### config.mk
export PLATFORM = sky130hd
export DESIGN_NAME = serial_subtractor_16bit
export DESIGN_NICKNAME = d
export VERILOG_FILES = /design/src/rtl/serial_subtractor_16bit.sv
export SDC_FILE = /design/constraint.sdc
export NUM_CORES = 1
export LEC_CHECK = 0
export CAP_MARGIN = 5
export CORE_MARGIN = 2
export CORE_UTILIZATION = 30
export DETAILED_ROUTE_END_ITERATION = 8
export SLEW_MARGIN = 20
export SYNTH_ARGS = -nofsm -noshare
export SYNTH_HDL_FRONTEND = slang
export SYNTH_SLANG_ARGS = --single-unit
### constraint.sdc
create_clock -name clk -period 3.4 [get_ports clk]
set_input_delay 0.85 -clock clk [delete_from_list [all_inputs] [get_ports clk]]
set_output_delay 0.85 -clock clk [all_outputs]
set_load 0.1 [all_outputs]
### src/rtl/serial_subtractor_16bit.sv
// Bit-serial a - b - bin, one bit per cycle LSB first, with valid/ready on
// both the operand side and the result side.
module serial_subtractor_16bit #(
  parameter int WIDTH = 16
) (
  input  logic             clk,
  input  logic             rst_n,
  input  logic             in_valid,
  output logic             in_ready,
  input  logic [WIDTH-1:0] a,
  input  logic [WIDTH-1:0] b,
  input  logic             bin,
  output logic             out_valid,
  input  logic             out_ready,
  output logic [WIDTH-1:0] diff,
  output logic             bout,
  output logic             zero,
  output logic             neg,
  output logic             ovf
);

  localparam int CW = $clog2(WIDTH);
  localparam logic [CW-1:0] LAST = CW'(WIDTH - 1);

  typedef enum logic [1:0] {IDLE, RUN, DONE} state_t;

  state_t           state_q, state_d;
  logic [WIDTH-1:0] a_sh_q, a_sh_d;
  logic [WIDTH-1:0] b_sh_q, b_sh_d;
  logic [WIDTH-1:0] work_q, work_d;
  logic             br_q, br_d;
  logic [CW-1:0]    cnt_q, cnt_d;
  logic             a_msb_q, a_msb_d;
  logic             b_msb_q, b_msb_d;
  logic [WIDTH-1:0] diff_q, diff_d;
  logic             bout_q, bout_d;
  logic             zero_q, zero_d;
  logic             neg_q, neg_d;
  logic             ovf_q, ovf_d;

  logic x, y, d, br_next;

  always_comb begin
    x       = a_sh_q[0];
    y       = b_sh_q[0];
    d       = x ^ y ^ br_q;
    br_next = (~x & y) | (~(x ^ y) & br_q);

    state_d = state_q;
    a_sh_d  = a_sh_q;
    b_sh_d  = b_sh_q;
    work_d  = work_q;
    br_d    = br_q;
    cnt_d   = cnt_q;
    a_msb_d = a_msb_q;
    b_msb_d = b_msb_q;
    diff_d  = diff_q;
    bout_d  = bout_q;
    zero_d  = zero_q;
    neg_d   = neg_q;
    ovf_d   = ovf_q;

    unique case (state_q)
      IDLE: begin
        if (in_valid) begin
          a_sh_d  = a;
          b_sh_d  = b;
          a_msb_d = a[WIDTH-1];
          b_msb_d = b[WIDTH-1];
          br_d    = bin;
          cnt_d   = '0;
          state_d = RUN;
        end
      end
      RUN: begin
        // Difference bits enter at the MSB so bit 0 lands at position 0 after WIDTH shifts.
        work_d = {d, work_q[WIDTH-1:1]};
        a_sh_d = {1'b0, a_sh_q[WIDTH-1:1]};
        b_sh_d = {1'b0, b_sh_q[WIDTH-1:1]};
        br_d   = br_next;
        cnt_d  = cnt_q + CW'(1);
        if (cnt_q == LAST) begin
          diff_d  = work_d;
          bout_d  = br_next;
          zero_d  = (work_d == '0);
          neg_d   = work_d[WIDTH-1];
          ovf_d   = (a_msb_q != b_msb_q) && (work_d[WIDTH-1] != a_msb_q);
          state_d = DONE;
        end
      end
      DONE: begin
        if (out_ready) state_d = IDLE;
      end
      default: state_d = IDLE;
    endcase
  end

  always_ff @(posedge clk or negedge rst_n) begin
    if (!rst_n) begin
      state_q <= IDLE;
      a_sh_q  <= '0;
      b_sh_q  <= '0;
      work_q  <= '0;
      br_q    <= 1'b0;
      cnt_q   <= '0;
      a_msb_q <= 1'b0;
      b_msb_q <= 1'b0;
      diff_q  <= '0;
      bout_q  <= 1'b0;
      zero_q  <= 1'b0;
      neg_q   <= 1'b0;
      ovf_q   <= 1'b0;
    end else begin
      state_q <= state_d;
      a_sh_q  <= a_sh_d;
      b_sh_q  <= b_sh_d;
      work_q  <= work_d;
      br_q    <= br_d;
      cnt_q   <= cnt_d;
      a_msb_q <= a_msb_d;
      b_msb_q <= b_msb_d;
      diff_q  <= diff_d;
      bout_q  <= bout_d;
      zero_q  <= zero_d;
      neg_q   <= neg_d;
      ovf_q   <= ovf_d;
    end
  end

  assign in_ready  = (state_q == IDLE);
  assign out_valid = (state_q == DONE);
  assign diff      = diff_q;
  assign bout      = bout_q;
  assign zero      = zero_q;
  assign neg       = neg_q;
  assign ovf       = ovf_q;

endmodule

# ---- Word level (Yosys, flattened, before mapping)
# Cells that the tools add are included.
dict set report classes {
  n_div 0
  n_eq_ne 8
  bitwise 7
  n_lt_le_gt_ge 0
  mul 0
  shifts 0
  addsub 1
  n_reduce_logical 8
  n_mux 12
}
# cell count
set op_table {}
lappend op_table {{case mux 16 bit (2 select lines)} 2}
lappend op_table {{two-way mux 16 bit} 2}
lappend op_table {{logical NOT 16 bit} 1}
lappend op_table {{case mux 4 bit (2 select lines)} 1}
lappend op_table {{two-way mux 2 bit} 3}
lappend op_table {{case mux 2 bit (3 select lines)} 1}
lappend op_table {{AND reduction 2 bit} 3}
lappend op_table {{adder 4 x 1 -> 4 bit (second input constant)} 1}
lappend op_table {{== test 4 bit (second input constant)} 1}
lappend op_table {{two-way mux 4 bit} 1}
lappend op_table {{!= test 2 bit (second input constant)} 2}
lappend op_table {{AND reduction 3 bit} 1}
lappend op_table {{AND 1 bit} 2}
lappend op_table {{== test 2 x 1 -> 1 bit (second input constant)} 1}
lappend op_table {{== test 2 bit (second input constant)} 1}
lappend op_table {{logical NOT 2 bit} 1}
lappend op_table {{!= test 1 bit} 2}
lappend op_table {{!= test 2 x 1 -> 1 bit (second input constant)} 1}
lappend op_table {{NOT 1 bit} 2}
lappend op_table {{case mux 1 bit (2 select lines)} 1}
lappend op_table {{nonzero test 2 bit} 1}
lappend op_table {{XOR 1 bit} 2}
lappend op_table {{logical AND 1 bit} 1}
lappend op_table {{two-way mux 1 bit} 1}
lappend op_table {{bitwise OR 1 bit} 1}
dict set report totals {
  rom_bits 0
  latchBits 0
  output_inout_bits 22
  register_bits 77
  word_cells 49
  in_bits 37
  ramBits 0
  memories 0
}

# ---- Depth between registers and ports, before layout
dict set report logic_depth {
  ltp_word 5
  mapped_depth 6
  ltp_nobuf 5
}

# ---- Worst setup path before layout
# Ideal clock, no wire load.
dict set report synth_timing {
  kind {reg-to-output}
  start {reg state_q[0]}
  end {out in_ready}
  n_path_buf 0
  required_time_ns 2.550
  arrival_ns 1.687
  path_stages_with_launch 2
  path_slack_ns 0.863
  cell_sequence {dfrtp_1 > nor2_1}
}
dict set report synth_via {
  elab_chain_cells 1
}
# element line
set synth_rtl {}
lappend synth_rtl {{start: declaration} 27} ;# state_t state_q, state_d;
lappend synth_rtl {{start signal: assignment} 114} ;# state_q <= state_d;
lappend synth_rtl {{logical NOT 2 bit} 130} ;# assign in_ready = (state_q == IDLE);
lappend synth_rtl {{end: declaration} 9} ;# output logic in_ready,
# No other way between the ends.

# ---- Worst setup path in the final report
dict set report layout_timing {
  start {in in_valid}
  end {reg a_msb_q}
}
dict set report layout_via {
  elab_chain_cells 1
}
# element line
set layout_rtl {}
lappend layout_rtl {{start: declaration} 8} ;# input logic in_valid,
lappend layout_rtl {{AND reduction 2 bit (no source line)} n/a}
lappend layout_rtl {{end signal: assignment} 120} ;# a_msb_q <= a_msb_d;
lappend layout_rtl {{end: declaration} 33} ;# logic a_msb_q, a_msb_d;
# No other way between the ends.
# A chain may end at the register's enable or synchronous reset.

==> impl_metrics.json <==
{
  "synth_edf_count": 0,
  "place.gp.congestion": 0.6933,
  "finalCriticalPeriod_ns": 2.201,
  "drt_first_pass_iters": 4,
  "worstPathCellList": "clkdlybuf4s50_1 > nor3b_4 > buf_4 > mux2_2",
  "fin_setup_tns_ns": 0,
  "vias_per_cell": 4.462,
  "p_int_w": 0.002187,
  "insertion_delay_ns": 0.34,
  "drv_cap": 0,
  "yosysUniqueCellTypes": 32,
  "rsz0062_at_grt": "no",
  "remaining_drc_errors": 0,
  "worstPathArrival_ns": 2.43,
  "syn_nets": 330,
  "slew_violations": 0,
  "setup_viol_count_final": 0,
  "cp_top_family": "buffers and inverters",
  "cts_sinks": 75,
  "ant_nets": 0,
  "required_ns": 3.63,
  "netlist_instances": 291,
  "yosys.area_share.adder_pct": 0.9834,
  "die_area_sq_um": 11880,
  "ys_ff_latch": 75,
  "portBuffers": 58,
  "pwr-share-seq_pct": 37.5,
  "grt_overflow_total": 0,
  "power_switching_w": 0.001680,
  "wl_per_cell_um": 12.69,
  "h-tree-depth": 3,
  "clockPowerShare_pct": 20.0,
  "grt_pass1_vias": 2111,
  "synth_xor_area_share_pct": 0.2648,
  "vias": 2182,
  "start_util_pct": 30.65,
  "p_comb_share_pct": 42.4,
  "crit_path_start_kind": "input port",
  "clk_pin_slew_ns": 0.07,
  "synth-compound-area-share_pct": 7.035,
  "seq_area_frac_synth_pct": 56.73,
  "cts_setup_buffers": 0,
  "cts_tree": "done",
  "io_pins": 59,
  "antenna_found_initial": 0,
  "grt_usage_pct": 11.50,
  "syn_area_per_cell_sq_um": 11.37,
  "hold_viol_final": 0,
  "irDropWorstVdd_mv": 0.4659,
  "fin_skew_ns": 0.008257,
  "synth_flop_cell": "dfrtp_1",
  "critPathSlowestCell": "buf_4",
  "num_antenna_cells": 0,
  "synth_top_family_by_area": "multiplexers",
  "slowest_delay_ns": 0.51,
  "postCtsHoldBufs": 0,
  "wirelength_um": 6206,
  "die_x_um": 109.0,
  "cts-resized-gates": 0,
  "p_per_area_nw_per_um2": 935.4,
  "final_area_sq_um": 4134,
  "cts-root-buf": "clkbuf_8",
  "leakage_nw": 1.873,
  "die_y_um": 109.0,
  "syn-cell-area_sq_um": 3308,
  "dpl.hpwl_um": 4084,
  "relSlewSlack_pct": 37.99,
  "yosys.area_share.simple_pct": 12.44,
  "drive_gt1_share_pct": 17.77,
  "yosysWarnings": 0,
  "outcome": "finished, final reports clean",
  "worstSetupPathType": "in -> reg",
  "grt_max_degree": 79,
  "ctsLongestPathBuffers": 2,
  "path_buf_inv": 2,
  "endpoint_kind": "register",
  "async_reset_ff_share_pct": 100.0,
  "hp-class": "reg -> reg",
  "coreArea_sq_um": 10790,
  "dpl_cell_area_sq_um": 3906,
  "timing.fmax_mhz": 454.4,
  "cts_made_buffers": 9,
  "tightest_slew_ns": 0.9301,
  "rows": 38,
  "grt_first_pass_wirelength_um": 10420,
  "period_share_pct": 64.73,
  "area_delta_synth_final_pct": 24.96,
  "swShare_pct": 43.44,
  "muxShareOfSynthArea_pct": 18.08,
  "nets": 383,
  "crit_path_max_fanout": 38,
  "drtIter0Drc": 57,
  "nFillCells": 1072
}
-- cell usage after synthesis (3+ instances only) --
| cell | n | area share, % |
|---|---|---|
| o21ai_1 | 3 | 0.45 |
| o21ai_0 | 31 | 4.7 |
| inv_1 | 5 | 0.57 |
| nand2_1 | 81 | 9.2 |
| mux2i_1 | 32 | 9.7 |
| clkbuf_1 | 7 | 0.79 |
| mux2_4 | 17 | 7.7 |
| nor4_1 | 4 | 0.76 |
| dfrtp_1 | 75 | 57 |
| buf_2 | 5 | 0.76 |
-- per-stage QoR --
stage	cells	utilization, %	hold WS, ns	setup slack (ns)	power [W]
4_1_cts	489	38.30	0.4934	1.178	0.003932
3_5_place_dp	473	36.19	0.4749	0.8371	0.003134
3_3_place_gp	473	36.19	0.4599	0.8395	0.003094
5_1_grt	489	38.30	0.5119	1.101	0.004129
2_1_floorplan	291	-	0.4492	0.8626	0.002767
6_report	489	38.30	0.4847	1.199	0.003867
-- tightest hold or removal path, cell delays in order (launching register included) --
cell and delay, ns:
dfrtp_1 0.35, nand2_1 0.04, o21ai_0 0.06
-- metal layers --
metal / track usage (%) / wire length [um] / up-vias
li1: - / - / 1090
met2: 17.97 / 2872 / 51
met3: 4.124 / 355 / 8
met4: 4.396 / 85 / 0
met1: 14.58 / 2892 / 1033
met5: 0 / 0 / -
-- flip-flops by register name, indices dropped and copies added (netlist names) --
signal	cells
a_sh_q	16
b_sh_q	16
diff	16
work_q	15
cnt_q	4
state_q	2
a_msb_q	1
b_msb_q	1
bout	1
br_q	1
ovf	1
zero	1
-- area by class of cell --
class	instances	area (sq um)	share of cell area (%)
Clock buffer	12	155.1	3.753
Tap cell	140	175.2	4.237
Multi-Input combinational cell	193	1297	31.39
Timing Repair Buffer	60	538.0	13.01
Clock inverter	4	72.57	1.755
Sequential cell	75	1877	45.40
Inverter	5	18.77	0.4540
-- path summary, 6_finish.rpt --
kind                            cells after the start  slack [ns]              startpoint                endpoint
worst max-delay path                                4        1.20                in_valid     a_msb_q$_DFFE_PN0P_
worst min-delay path                                2        0.48  b_sh_q[11]$_DFFE_PN0P_  b_sh_q[10]$_DFFE_PN0P_
worst max register to register                      3        1.68  state_q[1]$_DFFE_PN0P_     a_msb_q$_DFFE_PN0P_
worst min register to register                      2        0.48  b_sh_q[11]$_DFFE_PN0P_  b_sh_q[10]$_DFFE_PN0P_
max in group asynchronous                           1        2.15                   rst_n  work_q[14]$_DFFE_PN0P_
min in group asynchronous                           1        0.64                   rst_n   b_sh_q[9]$_DFFE_PN0P_
-- cell families (layout without fill, tap and decap cells) --
logic type,after synthesis,in the layout
simple gates,97,97
flops,75,75
mux,51,51
compound gates,42,42
buf+inv,23,81
fa+ha+maj,2,2
xor+xnor,1,1
-- cell usage in the layout (no fill, tap or decap), drive strengths merged --
cell            n
bufinv          2
nand4           1
clkinv          1
clkinvlp        1
nand2b          1
a221o           1
fa              1
mux2i          32
a21o            2
nand2          81
nor2            2
clkbuf         12
buf            25
a22o            2
and2b           1
and4            1
xor2            1
nand3           2
nor2b           1
dfrtp          75
inv             5
or2b            1
nor4            4
o21ai          34
o21bai          1
mux2           19
nor3b           2
o22ai           2
clkdlybuf4s50  35
ha              1
-- power by group through the flow --
stage          combinational, W  sequential, W  clock, W
2_1_floorplan          0.000783        0.00198         0
3_3_place_gp            0.00164        0.00146         0
3_5_place_dp            0.00166        0.00147         0
4_1_cts                 0.00166        0.00146  0.000810
6_report                0.00164        0.00145  0.000775
5_1_grt                 0.00178        0.00150  0.000845
Power figures use the tool's default switching activity.
